===== src/rtl/pq_access_arbiter.sv =====
// pq_access_arbiter
//   Shares one systolic min-priority queue among NUM_REQ requesters. One
//   enqueue winner and one dequeue winner are picked per issue slot by two
//   independent round-robin arbiters and merged into the queue's single-cycle
//   write/read strobes. After every issued operation the block idles for
//   SETTLE_CYCLES cycles so the queue head can re-sort before it is sampled
//   again.
//
//   Handshakes: an enqueue transfers in the cycle where i_enq_valid[r] and
//   o_enq_ready[r] are both high (ready is a one-hot, combinational accept
//   pulse). A dequeue is granted by a one-hot o_deq_grant pulse in the issue
//   cycle; the popped value returns one cycle later on o_deq_valid/o_deq_data
//   tagged with o_deq_id. Requests are levels and simply wait while o_busy.
//
// Ports
//   CLK, RSTn     clock, asynchronous active-low reset
//   i_enq_valid   per-requester enqueue request
//   i_enq_data    packed enqueue values, requester r at [r*DATA_WIDTH +: DATA_WIDTH]
//   o_enq_ready   one-hot enqueue accept pulse
//   i_deq_req     per-requester dequeue request
//   o_deq_grant   one-hot dequeue grant pulse
//   o_deq_valid   response pulse, one cycle after the grant
//   o_deq_data    popped value
//   o_deq_id      requester index of the response
//   o_busy        high while settling
//   o_q_wrt       queue enqueue strobe
//   o_q_read      queue dequeue strobe
//   o_q_node_f    queue write data
//   i_q_full      queue full flag
//   i_q_empty     queue empty flag
//   i_q_node_f    queue head value
module pq_access_arbiter #(
   parameter int NUM_REQ       = 4,
   parameter int DATA_WIDTH    = 16,
   parameter int SETTLE_CYCLES = 1
) (
   input  logic                          CLK,
   input  logic                          RSTn,
   input  logic [NUM_REQ-1:0]            i_enq_valid,
   input  logic [NUM_REQ*DATA_WIDTH-1:0] i_enq_data,
   output logic [NUM_REQ-1:0]            o_enq_ready,
   input  logic [NUM_REQ-1:0]            i_deq_req,
   output logic [NUM_REQ-1:0]            o_deq_grant,
   output logic                          o_deq_valid,
   output logic [DATA_WIDTH-1:0]         o_deq_data,
   output logic [$clog2(NUM_REQ)-1:0]    o_deq_id,
   output logic                          o_busy,
   output logic                          o_q_wrt,
   output logic                          o_q_read,
   output logic [DATA_WIDTH-1:0]         o_q_node_f,
   input  logic                          i_q_full,
   input  logic                          i_q_empty,
   input  logic [DATA_WIDTH-1:0]         i_q_node_f
);

   localparam int ID_W  = $clog2(NUM_REQ);
   localparam int CNT_W = (SETTLE_CYCLES > 1) ? $clog2(SETTLE_CYCLES) : 1;
   localparam logic [CNT_W-1:0] SETTLE_LOAD =
      (SETTLE_CYCLES > 0) ? CNT_W'(SETTLE_CYCLES - 1) : '0;
   localparam logic HAS_SETTLE = (SETTLE_CYCLES > 0);

   typedef enum logic {ST_ARB = 1'b0, ST_SETTLE = 1'b1} state_t;

   state_t                 state_q, state_d;
   logic [ID_W-1:0]        enq_ptr_q, enq_ptr_d;
   logic [ID_W-1:0]        deq_ptr_q, deq_ptr_d;
   logic [CNT_W-1:0]       cnt_q, cnt_d;
   logic                   deq_valid_q, deq_valid_d;
   logic [DATA_WIDTH-1:0]  deq_data_q, deq_data_d;
   logic [ID_W-1:0]        deq_id_q, deq_id_d;

   logic                   enq_found, deq_found;
   logic [ID_W-1:0]        enq_idx, deq_idx;
   logic [ID_W-1:0]        cand_e, cand_d;
   logic                   arb_ok, enq_win, deq_win, issue;

   // Round-robin search starting at each pointer; first hit wins.
   always_comb begin
      enq_found = 1'b0;
      enq_idx   = '0;
      deq_found = 1'b0;
      deq_idx   = '0;
      cand_e    = '0;
      cand_d    = '0;
      for (int k = 0; k < NUM_REQ; k++) begin
         cand_e = ID_W'((int'(enq_ptr_q) + k) % NUM_REQ);
         cand_d = ID_W'((int'(deq_ptr_q) + k) % NUM_REQ);
         if (!enq_found && i_enq_valid[cand_e]) begin
            enq_found = 1'b1;
            enq_idx   = cand_e;
         end
         if (!deq_found && i_deq_req[cand_d]) begin
            deq_found = 1'b1;
            deq_idx   = cand_d;
         end
      end
   end

   // Outputs are gated by RSTn so nothing strobes while reset is held.
   // A dequeue on an empty queue is never granted, even alongside an
   // enqueue; a full queue still accepts an enqueue when it is a replace.
   assign arb_ok  = RSTn && (state_q == ST_ARB);
   assign deq_win = arb_ok && deq_found && !i_q_empty;
   assign enq_win = arb_ok && enq_found && (!i_q_full || deq_win);
   assign issue   = enq_win || deq_win;

   always_comb begin
      o_enq_ready = '0;
      o_deq_grant = '0;
      o_q_node_f  = '0;
      if (enq_win) o_enq_ready = NUM_REQ'(1) << enq_idx;
      if (deq_win) o_deq_grant = NUM_REQ'(1) << deq_idx;
      for (int r = 0; r < NUM_REQ; r++) begin
         if (enq_win && (enq_idx == ID_W'(r))) begin
            o_q_node_f = i_enq_data[r*DATA_WIDTH +: DATA_WIDTH];
         end
      end
   end

   assign o_q_wrt  = enq_win;
   assign o_q_read = deq_win;
   assign o_busy   = RSTn && (state_q == ST_SETTLE);

   // Next-state: FSM, settle counter, pointers, response capture.
   always_comb begin
      state_d     = state_q;
      cnt_d       = cnt_q;
      enq_ptr_d   = enq_ptr_q;
      deq_ptr_d   = deq_ptr_q;
      deq_valid_d = deq_win;
      deq_data_d  = deq_data_q;
      deq_id_d    = deq_id_q;

      case (state_q)
         ST_ARB: begin
            if (issue && HAS_SETTLE) begin
               state_d = ST_SETTLE;
               cnt_d   = SETTLE_LOAD;
            end
         end
         ST_SETTLE: begin
            if (cnt_q == '0) state_d = ST_ARB;
            else             cnt_d   = cnt_q - CNT_W'(1);
         end
         default: state_d = ST_ARB;
      endcase

      if (enq_win) begin
         enq_ptr_d = (enq_idx == ID_W'(NUM_REQ - 1)) ? '0 : enq_idx + ID_W'(1);
      end
      if (deq_win) begin
         deq_ptr_d  = (deq_idx == ID_W'(NUM_REQ - 1)) ? '0 : deq_idx + ID_W'(1);
         // Head is sampled in the issue cycle, before the queue shifts.
         deq_data_d = i_q_node_f;
         deq_id_d   = deq_idx;
      end
   end

   always_ff @(posedge CLK or negedge RSTn) begin
      if (!RSTn) begin
         state_q     <= ST_ARB;
         cnt_q       <= '0;
         enq_ptr_q   <= '0;
         deq_ptr_q   <= '0;
         deq_valid_q <= 1'b0;
         deq_data_q  <= '0;
         deq_id_q    <= '0;
      end else begin
         state_q     <= state_d;
         cnt_q       <= cnt_d;
         enq_ptr_q   <= enq_ptr_d;
         deq_ptr_q   <= deq_ptr_d;
         deq_valid_q <= deq_valid_d;
         deq_data_q  <= deq_data_d;
         deq_id_q    <= deq_id_d;
      end
   end

   assign o_deq_valid = deq_valid_q;
   assign o_deq_data  = deq_data_q;
   assign o_deq_id    = deq_id_q;

endmodule


===== config.mk =====
export PLATFORM = sky130hd
export DESIGN_NAME = pq_access_arbiter
export DESIGN_NICKNAME = d
export VERILOG_FILES = /design/src/rtl/pq_access_arbiter.sv
export SDC_FILE = /design/constraint.sdc
export NUM_CORES = 1
export LEC_CHECK = 0
export ABC_AREA = 1
export CORE_MARGIN = 1.5
export CORE_UTILIZATION = 35
export DETAILED_ROUTE_END_ITERATION = 6
export PLACE_DENSITY = 0.73
export SYNTH_ARGS = -nofsm -noshare
export SYNTH_HDL_FRONTEND = slang
export SYNTH_SLANG_ARGS = --single-unit

===== constraint.sdc =====
create_clock -name CLK -period 6.3 [get_ports CLK]
set_clock_uncertainty 0.2 [all_clocks]
set_input_delay 0.945 -clock CLK [delete_from_list [all_inputs] [get_ports CLK]]
set_output_delay 0.945 -clock CLK [all_outputs]
set_load 0.005 [all_outputs]

==> results.yml, run 1 <==
floorplanning:
  die_x_um: 88
  start_util_pct: 36.6
  die_area_um2: 7740
  pin_count: 138
  rows: 30
  die_height_um: 88
  core_area_um2: 6910
grt:
  antenna_found_initial: 0
  grt_use_total_pct: 20.4
  grt_max_degree: 49
  grt_pass1_vias: 2759
  overflow: 0
  grt_first_pass_wirelength_um: 12800
critical_path:
  rr_worst_depth: 11
  arrival_ns: 4.20
  regToRegSetupSlack_ns: 3.70
  path_buf_inv: 3
  cp-end-kind: "primary output"
  critical_path.top_delay_family: "simple AND/OR/NAND/NOR gates"
  cpPeakStageDelay_ns: 0.64
  crit_top_cell: "nand2_1"
  crit_path_end: "o_q_node_f[4]"
  path_cells: "clkdlybuf4s50_1, inv_1, nand2_1, nand3_1, nand2_1, nor2_1, and2_1, nand2_1, a31oi_1, ha_1, nand2_2, nand3_1, nand2_1, nand2_1, clkdlybuf4s50_1"
  r2r-end: "o_deq_id[0]$_DFFE_PN0P_"
  critPathRequiredTime_ns: 5.15
  r2r-start: "deq_ptr_q[0]$_DFFE_PN0P_"
  cp-startpoint: "i_enq_valid[3]"
  crit_fanout: 17
  critPathLaunchType: "input pin"
  crit_slowest_cell: "ha_1"
  cp.depth: 15
  critPathKind: "in -> out"
place:
  port_buffers: 137
  dp_cells: 649
  hpwl_um: 6130
  gp_congestion: 0.905
drt:
  antenna_left: 0
  wl_um: 8130
  wl_per_cell_um: 12.5
  via_count: 3141
  drc: 0
  drt_iter0_drc: 161
  first_pass_iters: 5
  via_per_inst: 4.81
synth:
  synth_area_per_cell_um2: 5.75
  synth_cells: 440
  synth_area_um2: 2530
  synth_nets: 540
  seq_area_frac_synth_pct: 23.8
  synth_flop_cell: "dfrtp_1"
  ys_ff_latch: 24
  yosysWarningCount: 0
  synth_edf_count: 0
  synth_cell_type_count: 30
  async_reset_ff_share_pct: 100
sta:
  setup_violations: 0
  worst_pin_slew_ns: 0.787
  drv_slew: 0
  fin_crit_sh_pct: 84.8
  tns_ns: 0
  fmax_mhz: 187
  max-slew-margin-rel_pct: 47.4
  finalHoldViolations: 0
  rsz0062_at_grt: "no"
  min_period_ns: 5.34
power:
  power_leakage_nw: 2.07
  intPower_mw: 0.879
  clkPwrFrac_pct: 6.1
  power_density_nw_per_um2: 444
  sw_frac_of_total_pct: 49.9
  p_comb_share_pct: 78.0
  p_sw_mw: 0.875
  p_seq_share_pct: 16.0
  vdd_drop_max_v: 0.000344
clock_network:
  clk_pin_slew_ns: 0.08
  clk_latency_ns: 0.27
  cts_setup_buffers: 0
  postCtsHoldBufs: 0
  cts_tree: "done"
  clock_sinks: 24
  cts_made_buffers: 3
  ctsLongestPathBuffers: 2
  htree_levels: 1
  clockRootBuffer: "clkbuf_8"
  ctsResizeCount: 0
layout:
  areaGrowthSynthToFinish_pct: 56.2
  final_cells: 653
  fin_nets: 658
  drive_gt1_share_pct: 3.41
  antenna_cells: 0
flow_run:
  maxCapViolations: 0
run_status:
  outcome: "finished, final reports clean"
worst_hold_path:
  hold_class: "reg -> reg"
## flip-flops by register name, indices dropped and copies added, names as in the netlist
name / flops
o_deq_data: 16
o_deq_valid: 1
o_deq_id: 2
state_q: 1
deq_ptr_q: 2
enq_ptr_q: 2
## layout make-up
type | instances | area (um2)
fillers | 701 | 2960
multi-input cells | 309 | 1480
repair buffers | 140 | 1390
flip-flops and latches | 24 | 601
inverters | 80 | 303
well taps | 96 | 120
clock buffers | 4 | 55.1
## cell families after synthesis
| group | share of synthesized area [%] |
|---|---|
| xor+xnor | 0.346 |
| flops | 23.8 |
| fa+ha+maj | 3.96 |
| buf+inv | 17.8 |
| compound gates | 4.55 |
| simple gates | 49.6 |
## synth_stat cells (all sizes together) (2+ instances only)
cell,n,area (um2)
nand2,177,687
dfrtp,24,601
clkbuf,12,45.0
nor2,26,100
nand3,26,135
o21bai,2,15.0
ha,8,100
nand4,50,313
inv,80,303
buf,15,103
o21a,2,15.0
a21oi,3,26.3
o21ai,9,45.0
## metrics by stage
| step | setup slack (ns) | hold slack [ns] | utilization (%) | cell area (um2) | power (mW) |
|---|---|---|---|---|---|
| after global placement | 1.05 | 0.261 | 56.4 | 3890 | 1.60 |
| after global routing | 0.617 | 0.320 | 57.2 | 3950 | 1.94 |
| final | 0.957 | 0.284 | 57.2 | 3950 | 1.75 |
| after detailed placement | 0.967 | 0.266 | 56.4 | 3890 | 1.64 |
| after floorplan | 2.34 | 0.272 | - | 2530 | 1.11 |
| after CTS | 0.965 | 0.288 | 57.2 | 3950 | 1.76 |
## cells in the final DEF (no fill, tap or decap), drive strengths merged
cell type / count
a21oi: 3
a31oi: 1
and2: 1
buf: 3
clkbuf: 4
clkdlybuf4s50: 137
dfrtp: 24
ha: 8
inv: 80
nand2: 177
nand3: 26
nand3b: 1
nand4: 50
nor2: 26
nor3: 1
o211ai: 1
o21a: 2
o21ai: 9
o21bai: 2
xor2: 1
## worst min-delay path, cell delays in order (launching register included)
cell	delay (ns)
dfrtp_1	0.35
nand2_1	0.05
nand2_1	0.05
## worst min-delay path by stage
stage,startpoint,end,slack [ns],cells past startpoint
global placement,o_deq_data[2]$_DFFE_PN0P_,o_deq_data[2]$_DFFE_PN0P_,0.26,2
global route,o_deq_data[4]$_DFFE_PN0P_,o_deq_data[4]$_DFFE_PN0P_,0.32,2
finish,o_deq_data[7]$_DFFE_PN0P_,o_deq_data[7]$_DFFE_PN0P_,0.28,2
CTS,o_deq_data[13]$_DFFE_PN0P_,o_deq_data[13]$_DFFE_PN0P_,0.29,2
detailed placement,o_deq_data[13]$_DFFE_PN0P_,o_deq_data[13]$_DFFE_PN0P_,0.27,2
floorplan,o_deq_data[0]$_DFFE_PN0P_,o_deq_data[0]$_DFFE_PN0P_,0.27,2
## power groups by stage
stage	sequential [mW]	clock (mW)	combinational, mW
final	0.280	0.106	1.37
after global routing	0.292	0.114	1.54
after CTS	0.281	0.110	1.36
after detailed placement	0.282	0	1.36
after global placement	0.280	0	1.32
after floorplan	0.269	0	0.845
## metal layers
metal  vias to the layer above  global-route usage, %  part of all wire, %
li1                       1605                      -                    -
met1                      1430                   26.5                   44
met4                         0                   5.05                  1.1
met3                        10                   1.98                  5.2
met2                        96                   36.2                   50
met5                         -                      0                    0
No activity file was read; power rests on OpenSTA's default activity.
==> run 2, diff against run 1 <==
- PLACE_DENSITY: 0.73 -> 0.76
- clock period: 6.3 -> 4.5 ns (I/O delays scaled with it)
==> run 2 against run 1 <==
Final cell count rose by 1.1%. Core utilization grew 2.2 points. Wire length shrank 0.20%. Register-to-register slack got worse by 1.7 ns. Hold slack improved by 0.0016 ns. Global-route usage fell by 0.20 points. Design area grew 3.9%. Largest cell class unchanged.
==> results.yml, run 2 (synthesized netlist as in run 1, its figures left out) <==
layout:
  layout_common_cells: "170 x nand2_1, 137 x clkdlybuf4s50_1, 76 x inv_1"
  largest_register_ffs: 16
  fillerInstances: 699
  final_cells: 660
  areaGrowthSynthToFinish_pct: 62.2
  mostFrequentLayoutCell: "nand2_1"
  drive_gt1_share_pct: 6.56
  antenna_cells: 0
  fin_nets: 665
grt:
  overflow: 0
  grt_first_pass_wirelength_um: 12700
  grt_use_total_pct: 20.2
  grt_pass1_vias: 2799
  antenna_found_initial: 0
  grt_max_degree: 49
critical_path:
  critPathLaunchType: "input pin"
  critPathRequiredTime_ns: 3.62
  arrival_ns: 3.42
  regToRegSetupSlack_ns: 1.96
  cp-end-kind: "primary output"
  critPathKind: "in -> out"
  crit_fanout: 15
flow_run:
  maxCapViolations: 0
worst_hold_path:
  hold_class: "reg -> reg"
drt:
  wl_um: 8120
  drt_iter0_drc: 171
  first_pass_iters: 4
  antenna_left: 0
  wl_per_cell_um: 12.3
  via_per_inst: 4.69
  drc: 0
  via_count: 3098
floorplanning:
  pin_count: 138
  die_area_um2: 7740
  rows: 30
  die_height_um: 88
  core_area_um2: 6910
  die_x_um: 88
  start_util_pct: 36.6
clock_network:
  htree_levels: 1
  clk_pin_slew_ns: 0.08
  cts_made_buffers: 3
  ctsLongestPathBuffers: 2
  clock_sinks: 24
  cts_tree: "done"
  clk_latency_ns: 0.27
  postCtsHoldBufs: 0
  clockRootBuffer: "clkbuf_8"
run_status:
  outcome: "finished, final reports clean"
place:
  hpwl_um: 6090
  port_buffers: 137
  gp_congestion: 0.849
  dp_cells: 654
sta:
  fmax_mhz: 233
  min_period_ns: 4.29
  tns_ns: 0
  worst_pin_slew_ns: 0.438
  rsz0062_at_grt: "no"
  drv_slew: 0
  fin_crit_sh_pct: 95.4
  setup_violations: 0
  finalHoldViolations: 0
  max-slew-margin-rel_pct: 70.8
power:
  power_leakage_nw: 2.13
  power_density_nw_per_um2: 669
  vdd_drop_max_v: 0.000397
## run 2: changes by cell type in the layout (fill, tap and decap cells not counted), moves of 2 or more
cell,previous run,this run
buf_4,3,8
ha_1,8,6
nand2_1,172,170
nand2_2,3,5
nor2_1,25,22
nor2_2,1,4
## run 2: cell type report
type                            instances  area (um2)  area share, %
Clock buffer                            3        41.3           1.01
Timing Repair Buffer                  147        1480           36.0
Tap cell                               96         120           2.93
Sequential cell                        24         601           14.6
Inverter                               80         303           7.38
Clock inverter                          1        30.0          0.732
Multi-Input combinational cell        309        1530           37.3
## run 2: path summary, 6_finish.rpt
kind	start	cells after the start	endpoint
min reg2reg	o_deq_data[7]$_DFFE_PN0P_	2	o_deq_data[7]$_DFFE_PN0P_
max reg2reg	deq_ptr_q[0]$_DFFE_PN0P_	12	o_deq_id[0]$_DFFE_PN0P_
max in group asynchronous	RSTn	2	deq_ptr_q[1]$_DFFE_PN0P_
min	o_deq_data[7]$_DFFE_PN0P_	2	o_deq_data[7]$_DFFE_PN0P_
max	i_enq_valid[3]	17	o_q_node_f[14]
min in group asynchronous	RSTn	2	deq_ptr_q[0]$_DFFE_PN0P_
## run 2: repair_timing
item / CTS / global route
endpoints found under the setup margin: 0 / 16
resized for setup: 0 / 13
setup buffers: 0 / 1
## run 2: worst max-delay path, stage by stage
cell             delay [ns]
clkdlybuf4s50_1        0.47
inv_1                  0.04
nand2_1                0.11
nand3_1                0.09
o21a_1                 0.14
o21bai_1               0.17
xor2_1                 0.12
a21oi_2                0.24
inv_1                  0.10
ha_2                   0.22
buf_4                  0.19
nand4_1                0.11
nand2_1                0.06
inv_1                  0.05
nand2_1                0.06
nand2_1                0.06
clkdlybuf4s50_1        0.51
## run 2: metrics by stage
step	hold slack (ns)	total power [mW]	setup WS, ns	util, %	area [um2]
3_3_place_gp	0.262	2.31	0.179	57.1	3950
6_report	0.285	2.74	0.206	59.4	4100
5_1_grt	0.311	3.02	0.00932	59.4	4100
2_1_floorplan	0.179	1.56	1.08	-	2530
4_1_cts	0.288	2.55	0.00596	58.2	4020
3_5_place_dp	0.265	2.35	0.0148	57.1	3950
## run 2: per-layer routing
metal | up-vias | share of wire, % | wire length (um) | GRT usage (%)
met4 | 0 | 1.9 | 158 | 5.92
met2 | 75 | 52 | 4240 | 36.9
li1 | 1624 | - | - | -
met3 | 15 | 3.2 | 257 | 1.51
met1 | 1384 | 43 | 3460 | 25.3
met5 | - | 0 | 0 | 0
## run 2: where the power goes
group | switching [mW] | internal, mW
sequential | 0.0792 | 0.314
combinational | 1.16 | 1.01
clock | 0.0685 | 0.119
==> run 3, diff against run 2 <==
- GPL_ROUTABILITY_DRIVEN: default -> 0
- TNS_END_PERCENT: default -> 5
==> results of run 3 <==
The final DEF is identical to that of run 2; final timing and power are the same.
==> edit 1: new RTL, flow settings as in run 2 <==
Reset style: synchronous (`RSTn`), changed in one clocked block. Comments in the files are not updated.
--- a/src/rtl/pq_access_arbiter.sv
+++ b/src/rtl/pq_access_arbiter.sv
@@ -158,3 +158,3 @@
 
-   always_ff @(posedge CLK or negedge RSTn) begin
+   always_ff @(posedge CLK) begin
       if (!RSTn) begin
Function: differs if RSTn is asserted again (counterexample within 4 cycles, from zero or initial values and one cycle with RSTn low); with RSTn held inactive, the same outputs for 4 cycles.
==> edit 1 against run 2 <==
Core utilization is 0.50 points lower; routed wire length is 3.2% higher; sequential cell count stayed put; area after synthesis is 1.4% lower; worst hold slack better by 0.0020 ns; setup slack worse by 0.072 ns; final area is 1.9% lower; largest cell class unchanged.
Power is not compared: it rests on default switching activity, and its combinational part moved more than twofold at a synthesized area within 25%.
==> edit 1: results <==
set metrics [dict create \
    status "finished clean" \
    critical_path_arrival_ns 3.49 \
    yosysUniqueCellTypes 29 \
    vias_per_cell 4.75 \
    grt_max_degree 50 \
    synth_top_area_share_pct 19.3 \
    async_flop_share_pct 0 \
    via_count 3146 \
    syn_area_per_cell_um2 5.58 \
    drive_gt1_share_pct 7.41 \
    syn_nets 547 \
    core_um2 6830 \
    drtIter0Drc 111 \
    fill_cells 692 \
    place_congestion 0.866 \
    ys_seq_area_share_pct 19.3 \
    synth.top_cells.by_count "nand2_1, inv_1, nor2_1, nand4_1, o21ai_0" \
    grt_pass1_vias 2771 \
    grt_util_all_layers_pct 21.1 \
    r2r_end "enq_ptr_q[1]" \
    grt_pass1_wl_um 12900 \
    hold_start "o_deq_data[5]" \
    final_nets 668 \
    ys_top_cells_by_area "dfxtp_1, nand2_1, nand4_1" \
    reg2regPathDepth 14 \
    timing.hold.ws_ns 0.287 \
    dp_slack_ns 0.0122 \
    r2r-start "enq_ptr_q[0]" \
]
==> edit 1: cell types whose count changed in the layout (fill, tap and decap cells not counted), sizes merged, moves of 6 or more <==
cell,run 2,this run
nor2,26,59
a21oi,3,9
o21ai,9,27
dfxtp,0,24
nand2,177,129
dfrtp,24,0
==> edit 1: critical path: stages <==
cell and delay (ns):
clkdlybuf4s50_1 0.44, nand2_1 0.09, nand2_1 0.06, nand2_1 0.08
nand2_1 0.08, nor2_2 0.15, nand2_1 0.08, or2_2 0.30
o2111ai_1 0.11, o21ai_2 0.11, ha_2 0.20, buf_12 0.17
nor2_1 0.13, nand4_1 0.11, nand3_1 0.09, nand2_1 0.07
nand2_1 0.06, clkdlybuf4s50_1 0.49
==> edit 1: cells by family after synthesis <==
logic type                 count (synthesis)  synth area share, %
adders and majority gates                  8                 4.01
DFF                                       24                 19.3
buffers and inverters                    109                 19.3
AOI/OAI and AO/OA                         37                 8.03
and+or+nand+nor                          268                 49.0
xor gates and xnor gates                   1                0.351
==> edit 1: layer usage <==
metal,GRT usage [%],vias up,share of wire [%]
met5,0,-,0
met2,36.3,79,50
li1,-,1655,-
met3,2.65,8,4.6
met1,28.6,1404,44
met4,2.74,0,1.2
==> edit 1: cell type report <==
cell class	count	area [um^2]	share of cell area, %
Multi-Input combinational cell	314	1570	39.1
Clock buffer	4	55.1	1.37
Sequential cell	24	480	11.9
Inverter	80	305	7.59
Tap cell	96	120	2.99
Timing Repair Buffer	145	1490	37.0
==> edit 1: worst max path at each step <==
stage / startpoint / end / slack (ns) / cells after the start
3_3_place_gp: i_enq_valid[3] / o_q_node_f[9] / 0.06 / 16
6_report: i_enq_valid[1] / o_q_node_f[2] / 0.13 / 18
4_1_cts: i_enq_valid[3] / o_q_node_f[14] / 0.008 / 18
3_5_place_dp: i_enq_valid[3] / o_q_node_f[14] / 0.01 / 18
2_1_floorplan: i_enq_valid[3] / o_q_node_f[10] / 0.92 / 18
5_1_grt: i_enq_valid[3] / o_q_node_f[1] / -0.03 / 18
==> edit 1: timing repair <==
item	CTS	global route
setup buffers	0	1
gates resized for setup	0	17
hold buffers	0	0
setup endpoints to repair	0	16
==> edit 1: per-stage QoR <==
stage	instance area, um^2	total power, mW
floorplan	2490	0.713
global placement	3910	1.05
detailed placement	3910	1.07
CTS	3970	1.21
global route	4020	1.34
finish	4020	1.24
==> edit 1: power groups by stage <==
stage          Combinational [mW]  Clock, mW  Sequential [mW]
2_1_floorplan               0.458          0            0.255
3_3_place_gp                0.794          0            0.259
3_5_place_dp                0.805          0            0.260
4_1_cts                     0.810      0.150            0.255
5_1_grt                     0.927      0.159            0.259
6_report                    0.839      0.149            0.255
==> edit 2: new RTL, flow settings as in run 2 <==
Without the edit above. Set the parameter `DATA_WIDTH` to 12 (it was 16).
--- a/src/rtl/pq_access_arbiter.sv
+++ b/src/rtl/pq_access_arbiter.sv
@@ -33,3 +33,3 @@
    parameter int NUM_REQ       = 4,
-   parameter int DATA_WIDTH    = 16,
+   parameter int DATA_WIDTH    = 12,
    parameter int SETTLE_CYCLES = 1
Ports: changed (resized i_enq_data, i_q_node_f, o_deq_data and o_q_node_f); port bits go from 138 to 110. No check against the original RTL was run, so the function may have changed too.
==> edit 2 against run 2 <==
Via count shrank 16%; sequential cell count shrank 4; setup slack lost 0.0076 ns; routed wire length shrank 21%; total power shrank 14%; critical endpoint is now o_q_node_f[3]; non-clock buffer count shrank 30; area after synthesis shrank 15%; maximum frequency shrank 0.18%; core utilization shrank 1.4 points; final area shrank 16%.
==> edit 2: results <==
set metrics [dict create \
    syn_nets 451 \
    drt_wl_total_um 6380 \
    synth_top_area_share_pct 24.2 \
    critical_path_arrival_ns 3.43 \
    ys_seq_area_share_pct 23.3 \
    syn_area_per_cell_um2 5.78 \
    ys_top_cells_by_area "nand2_1, dfrtp_1, nand4_1" \
    startpoint "i_enq_valid[0]" \
    vias_per_cell 4.76 \
    drive_gt1_share_pct 10.1 \
    status "finished clean" \
    hold_start "o_deq_data[5]" \
    via_count 2607 \
    critPathMaxFanout 25 \
    fill_cells 584 \
    first_pass_iters 7 \
    grt_pass1_wl_um 10300 \
    grt_max_degree 37 \
    dp.cells 542 \
    r2r_setup_slack_ns 2.03 \
    vdd_drop_max_mv 0.334 \
    endpoint "o_q_node_f[3]" \
    final_nets 554 \
    port_buffers 109 \
    place_congestion 0.895 \
    pg_seq_mw 0.341 \
    power_frac_comb_pct 80.0 \
    grt_pass1_vias 2327 \
]
[edit 2: cell types whose count changed after synthesis, moves of 6 or more]
cell	run 2	this run
buf_2	1	9
inv_1	76	59
nand4_1	50	38
buf_4	8	1
nand2_2	3	12
nand2_1	172	138
inv_2	3	9
clkbuf_1	12	5
[edit 2: cell type report]
type,instances,area share (%)
clock buffers,4,1.60
well taps,75,2.73
flip-flops and latches,20,14.6
repair buffers,117,34.8
inverters,69,7.54
multi-input cells,263,38.7
[edit 2: worst min path at each step]
stage	depth (start not counted)	slack (ns)	to
detailed placement	2	0.26	o_deq_data[5]
global route	2	0.32	o_deq_data[10]
CTS	2	0.28	o_deq_data[5]
floorplan	0	0.18	deq_ptr_q[0]
global placement	2	0.26	o_deq_data[5]
finish	2	0.28	o_deq_data[5]
[edit 2: layer usage]
layer	share of wire (%)	GRT usage, %	up-vias
met5	0	0	-
met4	0.22	2.41	0
met3	6.4	2.58	2
met2	51	37.3	86
met1	42	22.8	1162
li1	-	-	1357
[edit 2: repair_timing]
action,in CTS,in global routing
pin swaps,0,6
setup buffers,0,2
endpoints found under the setup margin,12,16
cloned,0,0
gates resized for setup,2,19
[edit 2: cells by family after synthesis]
logic type / count (synthesis) / share of synthesized area [%]
buffers and inverters: 88 / 17.2
adder cells (fa/ha/maj): 8 / 4.67
AO/OA/AOI/OAI: 19 / 5.31
XOR/XNOR: 1 / 0.408
AND/OR/NAND/NOR: 235 / 49.1
flip-flops: 20 / 23.3
[edit 2: through the flow]
step | hold slack [ns] | power [mW] | setup slack [ns]
global route | 0.320 | 2.64 | -0.0436
floorplan | 0.179 | 1.37 | 0.940
CTS | 0.283 | 2.26 | 0.0276
detailed placement | 0.264 | 2.09 | -0.115
global placement | 0.262 | 2.06 | 0.0274
finish | 0.278 | 2.37 | 0.198
